--- config.mk ---
export PLATFORM = sky130hd
export DESIGN_NAME = ld_rs
export DESIGN_NICKNAME = d
export VERILOG_FILES = /design/src/rtl/ld_rs_pkg.sv /design/src/rtl/ld_rs_entry.sv /design/src/rtl/ld_rs.sv
export SDC_FILE = /design/constraint.sdc
export NUM_CORES = 1
export LEC_CHECK = 0
export CORE_ASPECT_RATIO = 0.6
export CORE_MARGIN = 2
export CORE_UTILIZATION = 35
export CTS_CLUSTER_DIAMETER = 120
export DETAILED_ROUTE_END_ITERATION = 12
export SYNTH_ARGS = -nofsm -noshare
export SYNTH_HDL_FRONTEND = slang
export SYNTH_HIERARCHICAL = 1
export SYNTH_SLANG_ARGS = --single-unit
--- constraint.sdc ---
create_clock -name clk -period 2.35 [get_ports clk]
set_input_delay 0.235 -clock clk [delete_from_list [all_inputs] [get_ports clk]]
set_output_delay 0.235 -clock clk [all_outputs]
set_load 0.005 [all_outputs]
--- src/rtl/ld_rs_pkg.sv ---
// Shared types and constants for the load reservation station.
package ld_rs_pkg;

  localparam int unsigned DATA_W = 16;
  localparam int unsigned TAG_W  = 6;
  localparam int unsigned OP_W   = 4;
  localparam int unsigned PC_W   = 16;

  localparam logic [OP_W-1:0] OP_LD  = 4'd4;
  localparam logic [OP_W-1:0] OP_LDR = 4'd5;

  // Fields handed to the load unit on issue.
  typedef struct packed {
    logic [OP_W-1:0]   op;
    logic [PC_W-1:0]   pc;
    logic [DATA_W-1:0] val0;
    logic [DATA_W-1:0] val1;
  } ld_payload_t;

  localparam ld_payload_t         PAYLOAD_RST = '0;
  localparam logic [TAG_W-1:0]    TAG_RST     = '0;

endpackage

--- src/rtl/ld_rs_entry.sv ---
// One reservation-station entry: storage, CDB capture and ready flag.
module ld_rs_entry
  import ld_rs_pkg::*;
(
  input  logic              clk,
  input  logic              rst_n,
  input  logic              alloc,
  input  logic              free,
  input  logic [OP_W-1:0]   disp_op,
  input  logic [PC_W-1:0]   disp_pc,
  input  logic              disp_rdy0,
  input  logic              disp_rdy1,
  input  logic [DATA_W-1:0] disp_val0,
  input  logic [DATA_W-1:0] disp_val1,
  input  logic [TAG_W-1:0]  disp_tag0,
  input  logic [TAG_W-1:0]  disp_tag1,
  input  logic              cdb_valid,
  input  logic [TAG_W-1:0]  cdb_rs_num,
  input  logic [DATA_W-1:0] cdb_data,
  output logic              valid,
  output logic [OP_W-1:0]   op,
  output logic [PC_W-1:0]   pc,
  output logic [DATA_W-1:0] val0,
  output logic [DATA_W-1:0] val1,
  output logic              ready_c
);

  logic              valid_q, valid_d;
  logic              rdy0_q, rdy0_d, rdy1_q, rdy1_d;
  logic [TAG_W-1:0]  tag0_q, tag0_d, tag1_q, tag1_d;
  logic [OP_W-1:0]   op_q, op_d;
  logic [PC_W-1:0]   pc_q, pc_d;
  logic [DATA_W-1:0] val0_q, val0_d, val1_q, val1_d;

  // Next-state: allocate (with same-cycle CDB bypass), free on issue, or snoop the CDB.
  always_comb begin
    valid_d = valid_q;
    rdy0_d  = rdy0_q;
    rdy1_d  = rdy1_q;
    tag0_d  = tag0_q;
    tag1_d  = tag1_q;
    op_d    = op_q;
    pc_d    = pc_q;
    val0_d  = val0_q;
    val1_d  = val1_q;
    if (alloc) begin
      valid_d = 1'b1;
      op_d    = disp_op;
      pc_d    = disp_pc;
      tag0_d  = disp_tag0;
      tag1_d  = disp_tag1;
      rdy0_d  = disp_rdy0;
      val0_d  = disp_val0;
      rdy1_d  = disp_rdy1;
      val1_d  = disp_val1;
      if (!disp_rdy0 && cdb_valid && (cdb_rs_num == disp_tag0)) begin
        rdy0_d = 1'b1;
        val0_d = cdb_data;
      end
      if (!disp_rdy1 && cdb_valid && (cdb_rs_num == disp_tag1)) begin
        rdy1_d = 1'b1;
        val1_d = cdb_data;
      end
    end else if (free) begin
      valid_d = 1'b0;
    end else if (valid_q && cdb_valid) begin
      if (!rdy0_q && (cdb_rs_num == tag0_q)) begin
        rdy0_d = 1'b1;
        val0_d = cdb_data;
      end
      if (!rdy1_q && (cdb_rs_num == tag1_q)) begin
        rdy1_d = 1'b1;
        val1_d = cdb_data;
      end
    end
  end

  // Entry state registers.
  always_ff @(posedge clk or negedge rst_n) begin
    if (!rst_n) begin
      valid_q <= 1'b0;
      rdy0_q  <= 1'b0;
      rdy1_q  <= 1'b0;
      tag0_q  <= TAG_RST;
      tag1_q  <= TAG_RST;
      op_q    <= PAYLOAD_RST.op;
      pc_q    <= PAYLOAD_RST.pc;
      val0_q  <= PAYLOAD_RST.val0;
      val1_q  <= PAYLOAD_RST.val1;
    end else begin
      valid_q <= valid_d;
      rdy0_q  <= rdy0_d;
      rdy1_q  <= rdy1_d;
      tag0_q  <= tag0_d;
      tag1_q  <= tag1_d;
      op_q    <= op_d;
      pc_q    <= pc_d;
      val0_q  <= val0_d;
      val1_q  <= val1_d;
    end
  end

  assign valid   = valid_q;
  assign op      = op_q;
  assign pc      = pc_q;
  assign val0    = val0_q;
  assign val1    = val1_q;
  // LD needs only operand 0; LDR needs both.
  assign ready_c = valid_q && rdy0_q && ((op_q == OP_LD) || rdy1_q);

endmodule

--- src/rtl/ld_rs.sv ---
// Load reservation-station bank: allocates dispatches, snoops the CDB, issues one ready load at a time.
module ld_rs
  import ld_rs_pkg::*;
#(
  parameter int unsigned N_ENTRIES = 4,
  parameter logic [5:0]  RS_BASE   = 6'd16
) (
  input  logic        clk,
  input  logic        rst_n,
  input  logic        disp_valid,
  input  logic [3:0]  disp_op,
  input  logic [15:0] disp_pc,
  input  logic        disp_rdy0,
  input  logic        disp_rdy1,
  input  logic [15:0] disp_val0,
  input  logic [15:0] disp_val1,
  input  logic [5:0]  disp_tag0,
  input  logic [5:0]  disp_tag1,
  output logic        disp_full,
  output logic [5:0]  disp_rs_num,
  input  logic        cdb_valid,
  input  logic [5:0]  cdb_rs_num,
  input  logic [15:0] cdb_data,
  output logic        issue_valid,
  output logic [5:0]  issue_rs_num,
  output logic [3:0]  issue_op,
  output logic [15:0] issue_pc,
  output logic [15:0] issue_val0,
  output logic [15:0] issue_val1,
  input  logic        ld_busy
);

  localparam int unsigned IDX_W = $clog2(N_ENTRIES);

  logic [N_ENTRIES-1:0] ent_valid, ent_ready, alloc_c, free_c;
  logic [OP_W-1:0]      ent_op   [N_ENTRIES];
  logic [PC_W-1:0]      ent_pc   [N_ENTRIES];
  logic [DATA_W-1:0]    ent_val0 [N_ENTRIES];
  logic [DATA_W-1:0]    ent_val1 [N_ENTRIES];

  logic [IDX_W-1:0] free_idx_c, rdy_idx_c;
  logic             any_free_c, any_rdy_c, disp_go_c, issue_go_c;
  ld_payload_t      sel_c;

  logic             issue_valid_q, issue_valid_d;
  logic [TAG_W-1:0] issue_rs_q, issue_rs_d;
  ld_payload_t      issue_pl_q, issue_pl_d;

  for (genvar g = 0; g < N_ENTRIES; g++) begin : g_ent
    ld_rs_entry u_entry (
      .clk        (clk),
      .rst_n      (rst_n),
      .alloc      (alloc_c[g]),
      .free       (free_c[g]),
      .disp_op    (disp_op),
      .disp_pc    (disp_pc),
      .disp_rdy0  (disp_rdy0),
      .disp_rdy1  (disp_rdy1),
      .disp_val0  (disp_val0),
      .disp_val1  (disp_val1),
      .disp_tag0  (disp_tag0),
      .disp_tag1  (disp_tag1),
      .cdb_valid  (cdb_valid),
      .cdb_rs_num (cdb_rs_num),
      .cdb_data   (cdb_data),
      .valid      (ent_valid[g]),
      .op         (ent_op[g]),
      .pc         (ent_pc[g]),
      .val0       (ent_val0[g]),
      .val1       (ent_val1[g]),
      .ready_c    (ent_ready[g])
    );
  end

  // Lowest-index free / ready encoders, allocation and issue selection.
  always_comb begin
    free_idx_c = '0;
    rdy_idx_c  = '0;
    any_free_c = 1'b0;
    any_rdy_c  = 1'b0;
    alloc_c    = '0;
    free_c     = '0;
    sel_c      = PAYLOAD_RST;
    for (int i = N_ENTRIES - 1; i >= 0; i--) begin
      if (!ent_valid[i]) begin
        free_idx_c = IDX_W'(i);
        any_free_c = 1'b1;
      end
      if (ent_ready[i]) begin
        rdy_idx_c = IDX_W'(i);
        any_rdy_c = 1'b1;
      end
    end
    disp_go_c  = disp_valid && any_free_c;
    // Holding off for one cycle after an issue keeps issue_valid a single-cycle pulse.
    issue_go_c = any_rdy_c && !ld_busy && !issue_valid_q;
    for (int i = 0; i < N_ENTRIES; i++) begin
      alloc_c[i] = disp_go_c && (free_idx_c == IDX_W'(i));
      free_c[i]  = issue_go_c && (rdy_idx_c == IDX_W'(i));
      if (rdy_idx_c == IDX_W'(i)) begin
        sel_c = '{op: ent_op[i], pc: ent_pc[i], val0: ent_val0[i], val1: ent_val1[i]};
      end
    end
  end

  // Issue register next-state: load new fields on issue, otherwise hold data.
  always_comb begin
    issue_valid_d = issue_go_c;
    issue_rs_d    = issue_rs_q;
    issue_pl_d    = issue_pl_q;
    if (issue_go_c) begin
      issue_rs_d = RS_BASE + TAG_W'(rdy_idx_c);
      issue_pl_d = sel_c;
    end
  end

  // Issue output registers.
  always_ff @(posedge clk or negedge rst_n) begin
    if (!rst_n) begin
      issue_valid_q <= 1'b0;
      issue_rs_q    <= TAG_RST;
      issue_pl_q    <= PAYLOAD_RST;
    end else begin
      issue_valid_q <= issue_valid_d;
      issue_rs_q    <= issue_rs_d;
      issue_pl_q    <= issue_pl_d;
    end
  end

  assign disp_full    = !any_free_c;
  assign disp_rs_num  = RS_BASE + TAG_W'(free_idx_c);
  assign issue_valid  = issue_valid_q;
  assign issue_rs_num = issue_rs_q;
  assign issue_op     = issue_pl_q.op;
  assign issue_pc     = issue_pl_q.pc;
  assign issue_val0   = issue_pl_q.val0;
  assign issue_val1   = issue_pl_q.val1;

endmodule

# Yosys cells after proc, flatten, opt, wreduce, memory -nomap -nowiden
# Cells that the tools add are included.
# totals
ff_bits,327
inputBits,93
# classes
addsub,2
eq_ne,24
muxes,96
reduce_logical,78
# op_table
cell,n
$mux 16,34
$mux 52,4
$eq 6x6->1,10
$mux 1,50
$logic_and 1x1->1,35
$reduce_bool 2->1,16
$reduce_and 3->1,8
$eq 4x3->1 const B,4
$mux 2,8
$logic_not 1->1,13
$add 5x2->6 const A,2
$eq 2x2->1 const B,4
$ne 2x1->1 const B,4
$eq 2x1->1 const B,2
$logic_not 2->1,2
$logic_or 1x1->1,4

# Logic depth before layout (Yosys ltp)
# Gate-level depths: netlist (run 1).
# depth
depth_word,12
ltp_mapped,12
depth_no_buf,9

# Hierarchy
# Netlist (run 1), hierarchy kept.
# modules_own_cells
module,n_inst,cells_each,area_per_inst_um2,seq_area_each_um2
ld_rs_entry,4,329,3802.4,1676.6
ld_rs,1,464,4245.3,1401.3

# Worst setup path before layout (run 1)
# OpenSTA, ideal clock, no wires.
# synth_path
path_type,reg2reg
startpoint,reg g_ent[2].u_entry.op_q[1]
endpoint,reg g_ent[2].u_entry.val0_q[0]
arrival_ns,2.358
setup_slack_ns,-0.148
path_stages_with_launch,12
period_less_slack_ns,2.498
path_cell_list,dfrtp_1 nor4b_1 o211a_1 buf_2 buf_2 clkbuf_1 and2_1 inv_1 and3_1 nand4_1 clkbuf_1 o211ai_1
# synth_between
elab_chain_len,11
elab_cells_between_ends,15
# synth_rtl
element,line_no,text
"start, declared",ld_rs_entry.sv:31,"logic [OP_W-1:0] op_q, op_d;"
"start signal, assigned",ld_rs_entry.sv:86,op_q <= PAYLOAD_RST.op;
"start signal, assigned",ld_rs_entry.sv:96,op_q <= op_d;
$eq 4x3->1 *,ld_rs_entry.sv:109,assign ready_c = valid_q && rdy0_q && ((op_q == OP_LD) || rdy1_q);
$logic_or 1x1->1 *,ld_rs_entry.sv:109,
$logic_and 1x1->1 *,ld_rs_entry.sv:109,
named net ent_ready[2],ld_rs.sv:35,"logic [N_ENTRIES-1:0] ent_valid, ent_ready, alloc_c, free_c;"
$mux 1 (3 in a row),ld_rs.sv:89,if (ent_ready[i]) begin
$logic_and 1x1->1 (2 in a row),ld_rs.sv:96,issue_go_c = any_rdy_c && !ld_busy && !issue_valid_q;
$logic_and 1x1->1 *,ld_rs.sv:99,free_c[i] = issue_go_c && (rdy_idx_c == IDX_W'(i));
named net free_c[2],ld_rs.sv:35,
$ne 2x1->1 (no line) *,--,
$reduce_and 3->1 (no line) *,--,
"end signal, assigned",ld_rs_entry.sv:88,val0_q <= PAYLOAD_RST.val0;
"end signal, assigned",ld_rs_entry.sv:98,val0_q <= val0_d;
"end, declared",ld_rs_entry.sv:33,"logic [DATA_W-1:0] val0_q, val0_d, val1_q, val1_d;"
# The timed path passes the listed nets; every way through them passes the cells marked *.
# A chain may end at the register's enable or synchronous reset.

# Worst setup path after layout (run 1)
# layout_path
startpoint,reg g_ent[0].u_entry.op_q[3]
endpoint,reg g_ent[3].u_entry.val0_q[6]
# layout_between
elab_chain_len,9
elab_cells_between_ends,11
# layout_rtl
element,line_no
"start, declared",ld_rs_entry.sv:31
"start signal, assigned",ld_rs_entry.sv:86
"start signal, assigned",ld_rs_entry.sv:96
$eq 4x3->1 *,ld_rs_entry.sv:109
$logic_or 1x1->1 *,ld_rs_entry.sv:109
$logic_and 1x1->1 *,ld_rs_entry.sv:109
named net ent_ready[0],ld_rs.sv:35
$mux 1,ld_rs.sv:89
$logic_and 1x1->1 (2 in a row),ld_rs.sv:96
$logic_and 1x1->1 *,ld_rs.sv:99
named net free_c[3],ld_rs.sv:35
$ne 2x1->1 (no line) *,--
$reduce_and 3->1 (no line) *,--
"end signal, assigned",ld_rs_entry.sv:88
"end signal, assigned",ld_rs_entry.sv:98
"end, declared",ld_rs_entry.sv:33
# Marked as above.

==> results of run 1 <==
==> synth_stat cells, drive strengths merged <==
library cell / count
a21oi: 54
o2bb2ai: 52
o22a: 1
and2: 2
and3: 64
o21bai: 1
nor3: 8
conb: 2
dfrtp: 324
nand3: 1
a31oi: 8
o211a: 4
nor4: 10
clkbuf: 91
mux2i: 52
nand4: 16
mux2: 256
nand2b: 66
nor4b: 4
or2: 1
a21boi: 1
o221a: 1
nand2: 248
nand3b: 128
a21o: 4
inv: 15
xor2: 64
o211ai: 128
xnor2: 32
a221o: 52
nor2: 13
buf: 64
nor2b: 2
nor3b: 11
==> state kept, by name (all words and copies together) (netlist names) <==
name,count
issue_val1,16
issue_pc,16
g_ent.u_entry/rdy0_q,4
issue_op,4
g_ent.u_entry/op,16
g_ent.u_entry/tag0_q,24
g_ent.u_entry/val0,64
issue_val0,16
issue_valid,1
issue_rs_num,3
g_ent.u_entry/val1,64
g_ent.u_entry/rdy1_q,4
g_ent.u_entry/valid,4
g_ent.u_entry/pc,64
g_ent.u_entry/tag1_q,24
==> power by group through the flow <==
| stage | sequential, mW | clock (mW) | combinational, mW |
|---|---|---|---|
| after CTS | 10.0 | 5.80 | 13.5 |
| after detailed placement | 10.1 | 0 | 13.4 |
| after global routing | 10.4 | 6.06 | 15.9 |
| after floorplan | 9.47 | 0 | 8.85 |
| final | 10.1 | 5.70 | 14.9 |
| after global placement | 10.0 | 0 | 13.1 |
==> layer usage <==
metal,vias up,global-route usage (%)
li1,6873,-
met1,7956,34.5
met2,669,30.9
met3,86,5.10
met4,0,4.05
met5,-,0
==> cell type report <==
class | instances | share of cell area [%]
well taps | 748 | 3.80
clock buffers | 50 | 4.20
repair buffers | 309 | 14.7
flip-flops and latches | 324 | 32.9
clock inverters | 12 | 0.477
inverters | 15 | 0.229
multi-input cells | 1291 | 43.7
==> how the worst max path moves through the flow <==
stage                                       startpoint                               endpoint  slack, ns  cells past startpoint
floorplan           g_ent[1].u_entry/op[2]$_DFFE_PN0P_   g_ent[2].u_entry/val0[0]$_DFFE_PN0P_     -0.007                     10
global placement                         cdb_rs_num[4]  g_ent[1].u_entry/val0[14]$_DFFE_PN0P_      -0.58                      8
detailed placement                       cdb_rs_num[4]  g_ent[1].u_entry/val0[11]$_DFFE_PN0P_      -0.59                      8
CTS                 g_ent[1].u_entry/op[2]$_DFFE_PN0P_  g_ent[2].u_entry/val0[13]$_DFFE_PN0P_      -0.03                     11
global route        g_ent[0].u_entry/op[3]$_DFFE_PN0P_   g_ent[3].u_entry/val0[5]$_DFFE_PN0P_      -0.12                     11
finish              g_ent[0].u_entry/op[3]$_DFFE_PN0P_   g_ent[3].u_entry/val0[6]$_DFFE_PN0P_      -0.03                     11
==> cell families (layout without fill, tap and decap cells) <==
family                    after synthesis  after routing  synth area share [%]
AOI/OAI and AO/OA                     306            306                  13.7
xor gates and xnor gates               96             96                  4.32
buffers and inverters                 170            386                  4.34
DFF                                   324            324                  41.7
muxes                                 308            308                  18.9
other                                   2              7                0.0386
and+or+nand+nor                       574            574                  17.1
==> timing repair <==
action,in CTS,in global routing
gates resized for setup,16,38
setup endpoints to repair,126,139
setup buffers,3,14
endpoints found under the hold margin,57,0
hold buffers,1,0
pin swaps,2,31
cloned,1,20
==> critical path: stages (launching register included) <==
cell and delay (ns):
dfrtp_1 0.42, nor4b_4 0.34, o211a_4 0.24, nor4_4 0.06, and2_4 0.17, inv_2 0.05, and3_4 0.18, nand4_1 0.24
buf_12 0.25, buf_12 0.14, nand3b_1 0.11, o211ai_2 0.09
==> out/qor.txt, run 1 <==
Largest net degree at the start of global routing: 113
Fraction of layout cells with a size suffix above 1: 29.4%
Combinational Power Share: 48.5%
Reg clk slew, reported paths: 0.06 ns
Netlist cell types: 43
GP Congestion: 0.813
Std-Cell Rows: 66
Metal3 WL: 6580 µm
Placed Area: 22600 µm²
Sw frac: 38.8%
Final cell count without fillers: 2749
CTS Buffer Depth: 3
Grt ovf: 0
PwrDens: 1250 nW/µm²
R2r setup slk: -0.03 ns
Nets: 2070
Vias in the first global route: 15245
Cell depth of the worst flop-to-flop path: 11
Critical Path Sink Type: flop
Post-synthesis instance total: 1780
Final Hold Viols: 0
DR iter-0 viols: 1682
Initial antenna violation count: 1
Post-route cell area: 24600 µm²
Slew HR: 46.6%
Post-route minimum period: 2.38 ns
WL per Instance: 25.0 µm
Leakage power: 10.3 nW
Synth top area cells: dfrtp_1 42%, mux2_2 11%, mux2_4 5.6%
Start of the worst register-to-register path: g_ent[0].u_entry/op[3]$_DFFE_PN0P_
Number of buffers created by CTS: 36
Critical Path AT: 2.81 ns
Initial core utilization: 35.6%
Final Hold Slack: 0.261 ns
Layout area overhead: 26.6%
Mapped Area: 19500 µm²
Root buffer cell: clkbuf_16
Area of the multi-input gates: 10800 µm²
Worst hold path type: input pin to asynchronous set/reset pin
Overall routing resource usage: 22.1%
Skew final: 0.0477 ns
NetSw: 11.9 mW
Fill count: 5005
Post-route ant nets: 0
Post-synthesis register bit count: 324
Total die area: 57500 µm²
Drt pass-1 iters: 6
WP data required: 2.78 ns
Die width: 308 µm
Metal2 WL: 28100 µm
Placed Cells: 2649
CTS tree: done
Most common cell after layout, fill and taps aside: dfrtp_1
Clk Latency, worst-skew pair: 0.56 ns
WL final: 68800 µm
Peak VDD IR: 0.816 mV
PnR worst setup slack: -0.0277 ns
Sequential share of power: 33.0%
Clock power share: 18.6%
Worst slew pin tran: 0.801 ns
Endpoints failing setup: 4
Status: finished with violations
Worst flop-to-flop path endpoint: g_ent[3].u_entry/val0[6]$_DFFE_PN0P_
Die Y: 187 µm
DP Worst Slack: -0.588 ns
CTS H-tree lvls: 2
Startpoint types: flop
Synth top area share: 41.7%
Sum of negative setup slack: -0.0444 ns
DR top layer: met4
Synth Warn #: 6
Mean area per synthesized cell: 10.9 µm²
Failing checks: setup timing
Drt via density: 5.67
IO Pins: 159
Slew Limit Fails: 0
DRC viols: 0
Peak fanout along the critical path: 8
First-pass GRT wire length: 97700 µm
Fmax: 421 MHz
WS Path Type: flop to flop
Core Area: 54600 µm²
Post-layout utilization of the core: 45.1%
Tcrit/Tclk final: 101%
Reg area: 8110 µm²
Met1 wire length: 32900 µm
Vias: 15584
Seq/Total Area, Yosys: 41.7%
Internal: 18.8 mW
Clock Sinks: 324
RSZ-0062 raised after global routing: yes
Leading area contributor after synthesis: dfrtp_1
IO Port Bufs: 151
DP Wirelength: 43200 µm
Max-cap viol count: 0
ANT cells: 0
Final total power: 30.7 mW
Commonest non-fill, non-tap cells in the layout: 324 x dfrtp_1, 248 x nand2_1, 184 x mux2_2
Note: power is estimated with default switching activity, not from simulation.
==> run 2, diff against run 1 <==
--- a/config.mk
+++ b/config.mk
@@ -8,7 +8,7 @@
 export CORE_ASPECT_RATIO = 0.6
 export CORE_MARGIN = 2
 export CORE_UTILIZATION = 35
-export CTS_CLUSTER_DIAMETER = 120
+export CTS_CLUSTER_DIAMETER = 80
 export DETAILED_ROUTE_END_ITERATION = 12
 export SYNTH_ARGS = -nofsm -noshare
 export SYNTH_HDL_FRONTEND = slang
==> results of run 2 <==
The final DEF is identical to that of run 1; final timing and power are the same.
==> RTL edit, RTL diff (flow settings as in run 1) <==
Set the parameter `N_ENTRIES` to 2 (it was 4).
--- a/src/rtl/ld_rs.sv
+++ b/src/rtl/ld_rs.sv
@@ -4,3 +4,3 @@
 #(
-  parameter int unsigned N_ENTRIES = 4,
+  parameter int unsigned N_ENTRIES = 2,
   parameter logic [5:0]  RS_BASE   = 6'd16
Function: changed (a bounded check fails within 4 cycles, from zero or initial values and one cycle with rst_n low).
==> RTL edit against run 1 <==
  * Via count shrank 48%
  * Sequential cell count down 135
  * Total power down 47%
  * Area after synthesis shrank 45%
  * Largest cell class unchanged
  * Design area down 46%
  * Routed wire length decreased by 55%
  * Synthesized cell count is 45% lower
  * Largest power group unchanged
  * Worst setup slack improved by 0.16 ns
==> RTL edit: results (changes against run 1) <==
GRT
  • Largest net degree at the start of global routing: 107 (-5.3%)
  • Global Route Usage Sum: 19.5% (-2.6 points)
  • GR Util met3: 3.84% (-1.3 points)
  • Met1 usage: 29.8% (-4.7 points)
  • First-pass GRT wire length: 48300 µm (-51%)
  • Vias in the first global route: 8023 (-47%)
  • Initial antenna violation count: 2 (+1)
  • Grt met2 use: 27.9% (-3.1 points)

Yosys
  • Most frequent cell after synthesis: dfrtp_1
  • Synth area leaders: dfrtp_1 (44%), mux2_2 (9.7%), mux2_4 (5.1%)
  • Mux cell area share after synthesis: 14.8% (-4.1 points)
  • Complex-gate fraction of the synthesized area: 15.7% (+2.0 points)
  • Yosys warnings: 6 (unchanged)
  • Unique cell type count in the Yosys netlist: 39 (-9.3%)
  • Xor/xnor share of the synthesized area: 3.94% (-0.38 points)
  • Synth top cells by count: dfrtp_1 (189), nand2_1 (97), mux2_2 (92), nand3b_1 (64), a31oi_1 (56)
  • Post-synthesis async set-or-reset flop share: 100% (unchanged)
  • Sequential cell area fraction in the yosys report: 44.4% (+2.7 points)
  • Synth Area in Adders: 0% (unchanged)
  • Top_reg_cell synth: dfrtp_1

Critical path
  • CP peak stage delay: 0.41 ns
  • R2R cell count: 11 (unchanged)
  • Crit path launch: g_ent[1].u_entry/op[0]
  • CP arrival: 2.58 ns (-0.23 ns)
  • Max FO, Critical Path: 32 (+24)
  • Reg2reg end: g_ent[1].u_entry/val0[10]
  • Slowest stage cell, crit path: dfrtp_1
  • R2R Setup Slk: 0.13 ns (+0.16 ns)
  • Crit end category: flip-flop
  • Cell family with most CP delay: simple AND/OR/NAND/NOR gates

Outcome
  • Status: complete, no violations

Placement
  • Final HPWL DP: 20000 µm (-54%)
  • Port Buffers: 149 (-1.3%)
  • Final Wtd Congestion: 0.789 (-3.0%)
  • Cell Area, Placed: 12700 µm² (-44%)

Clock network
  • Worst-path clk slew: 0.07 ns
  • Clock Path Buffers: 2 (-1)
  • Total CTS buffers: 17 (-53%)
  • Post-CTS setup buffers: 0 (-3)
  • Clock Latency Late Sink: 0.44 ns (-0.12 ns)
  • # H-tree levels: 4 (+2)

Timing
  • Worst-Margin Slew: 0.774 ns (-0.0264 ns)
  • Post-Route Skew: 0.0152 ns (-0.0325 ns)

Power and ir drop
  • VDD IR max: 0.699 mV (-14%)
  • Lkg Pwr: 5.31 nW (-49%)

Routing
  • Via/cell ratio: 5.29 (-6.7%)
  • Drt initial violations: 624 (-63%)
  • WL final: 30600 µm (-55%)
  • Router iterations before antenna repair: 5 (-1)

Layout
  • Ratio of cells with drive above 1 in the final layout: 21.8% (-7.6 points)
  • Nets@finish: 1198 (-42%)
  • # fillers: 2805 (-44%)

Min path
  • Hold Path Class: in2async
[RTL edit: changes by cell type after synthesis, sizes merged, moves of 53 or more]
cell | run 1 | this run
nand2 | 248 | 97
dfrtp | 324 | 189
mux2 | 256 | 128
nand3b | 128 | 64
o211ai | 128 | 64
and3 | 64 | 6
a21oi | 54 | 1
[RTL edit: logic make-up after synthesis]
family | after synthesis
XOR/XNOR | 48
AND/OR/NAND/NOR | 289
multiplexers | 128
AO/OA/AOI/OAI | 229
buffers and inverters | 97
flip-flops | 189
other | 2
[RTL edit: layout make-up]
class | count | area, µm² | share of cell area [%]
inverters | 6 | 22.5 | 0.169
diodes | 1 | 2.50 | 0.0188
multi-input cells | 703 | 5470 | 41.0
clock inverters | 13 | 180 | 1.35
repair buffers | 188 | 1980 | 14.9
flip-flops and latches | 189 | 4730 | 35.5
clock buffers | 19 | 433 | 3.25
well taps | 408 | 510 | 3.83
[RTL edit: timing repair]
item,in CTS,in global routing
gates resized for setup,0,2
setup endpoints to repair,0,41
hold endpoints to repair,53,0
hold buffers,1,0
[RTL edit: worst min-delay path by stage]
| stage | end | slack, ns | start | cells after the start |
|---|---|---|---|---|
| after global placement | issue_pc[6] | 0.26 | rst_n | 1 |
| after CTS | g_ent[0].u_entry/pc[5] | 0.36 | rst_n | 2 |
| after global routing | g_ent[0].u_entry/pc[5] | 0.38 | rst_n | 2 |
| after floorplan | g_ent[0].u_entry/op[0] | -0.06 | rst_n | 0 |
| after detailed placement | issue_pc[6] | 0.26 | rst_n | 1 |
| final | g_ent[0].u_entry/pc[6] | 0.35 | rst_n | 2 |
[RTL edit: through the flow]
stage | instances | setup WS, ns
6_report | 1527 | 0.135
5_1_grt | 1527 | -0.0513
4_1_cts | 1526 | 0.0658
3_5_place_dp | 1493 | 0.0194
3_3_place_gp | 1493 | -0.0532
2_1_floorplan | 989 | 0.00961
[RTL edit: metal layers]
layer	up-vias	wire length, µm
met5	-	0
met4	0	408
met3	25	1550
met2	208	13200
met1	4061	15400
li1	3786	-
[RTL edit: report_power, final]
| part | total (mW) | internal [mW] | switching, mW |
|---|---|---|---|
| sequential | 6.07 | 4.90 | 1.17 |
| clock | 3.09 | 1.71 | 1.38 |
| combinational | 7.04 | 3.71 | 3.32 |
| total | 16.2 | 10.3 | 5.88 |
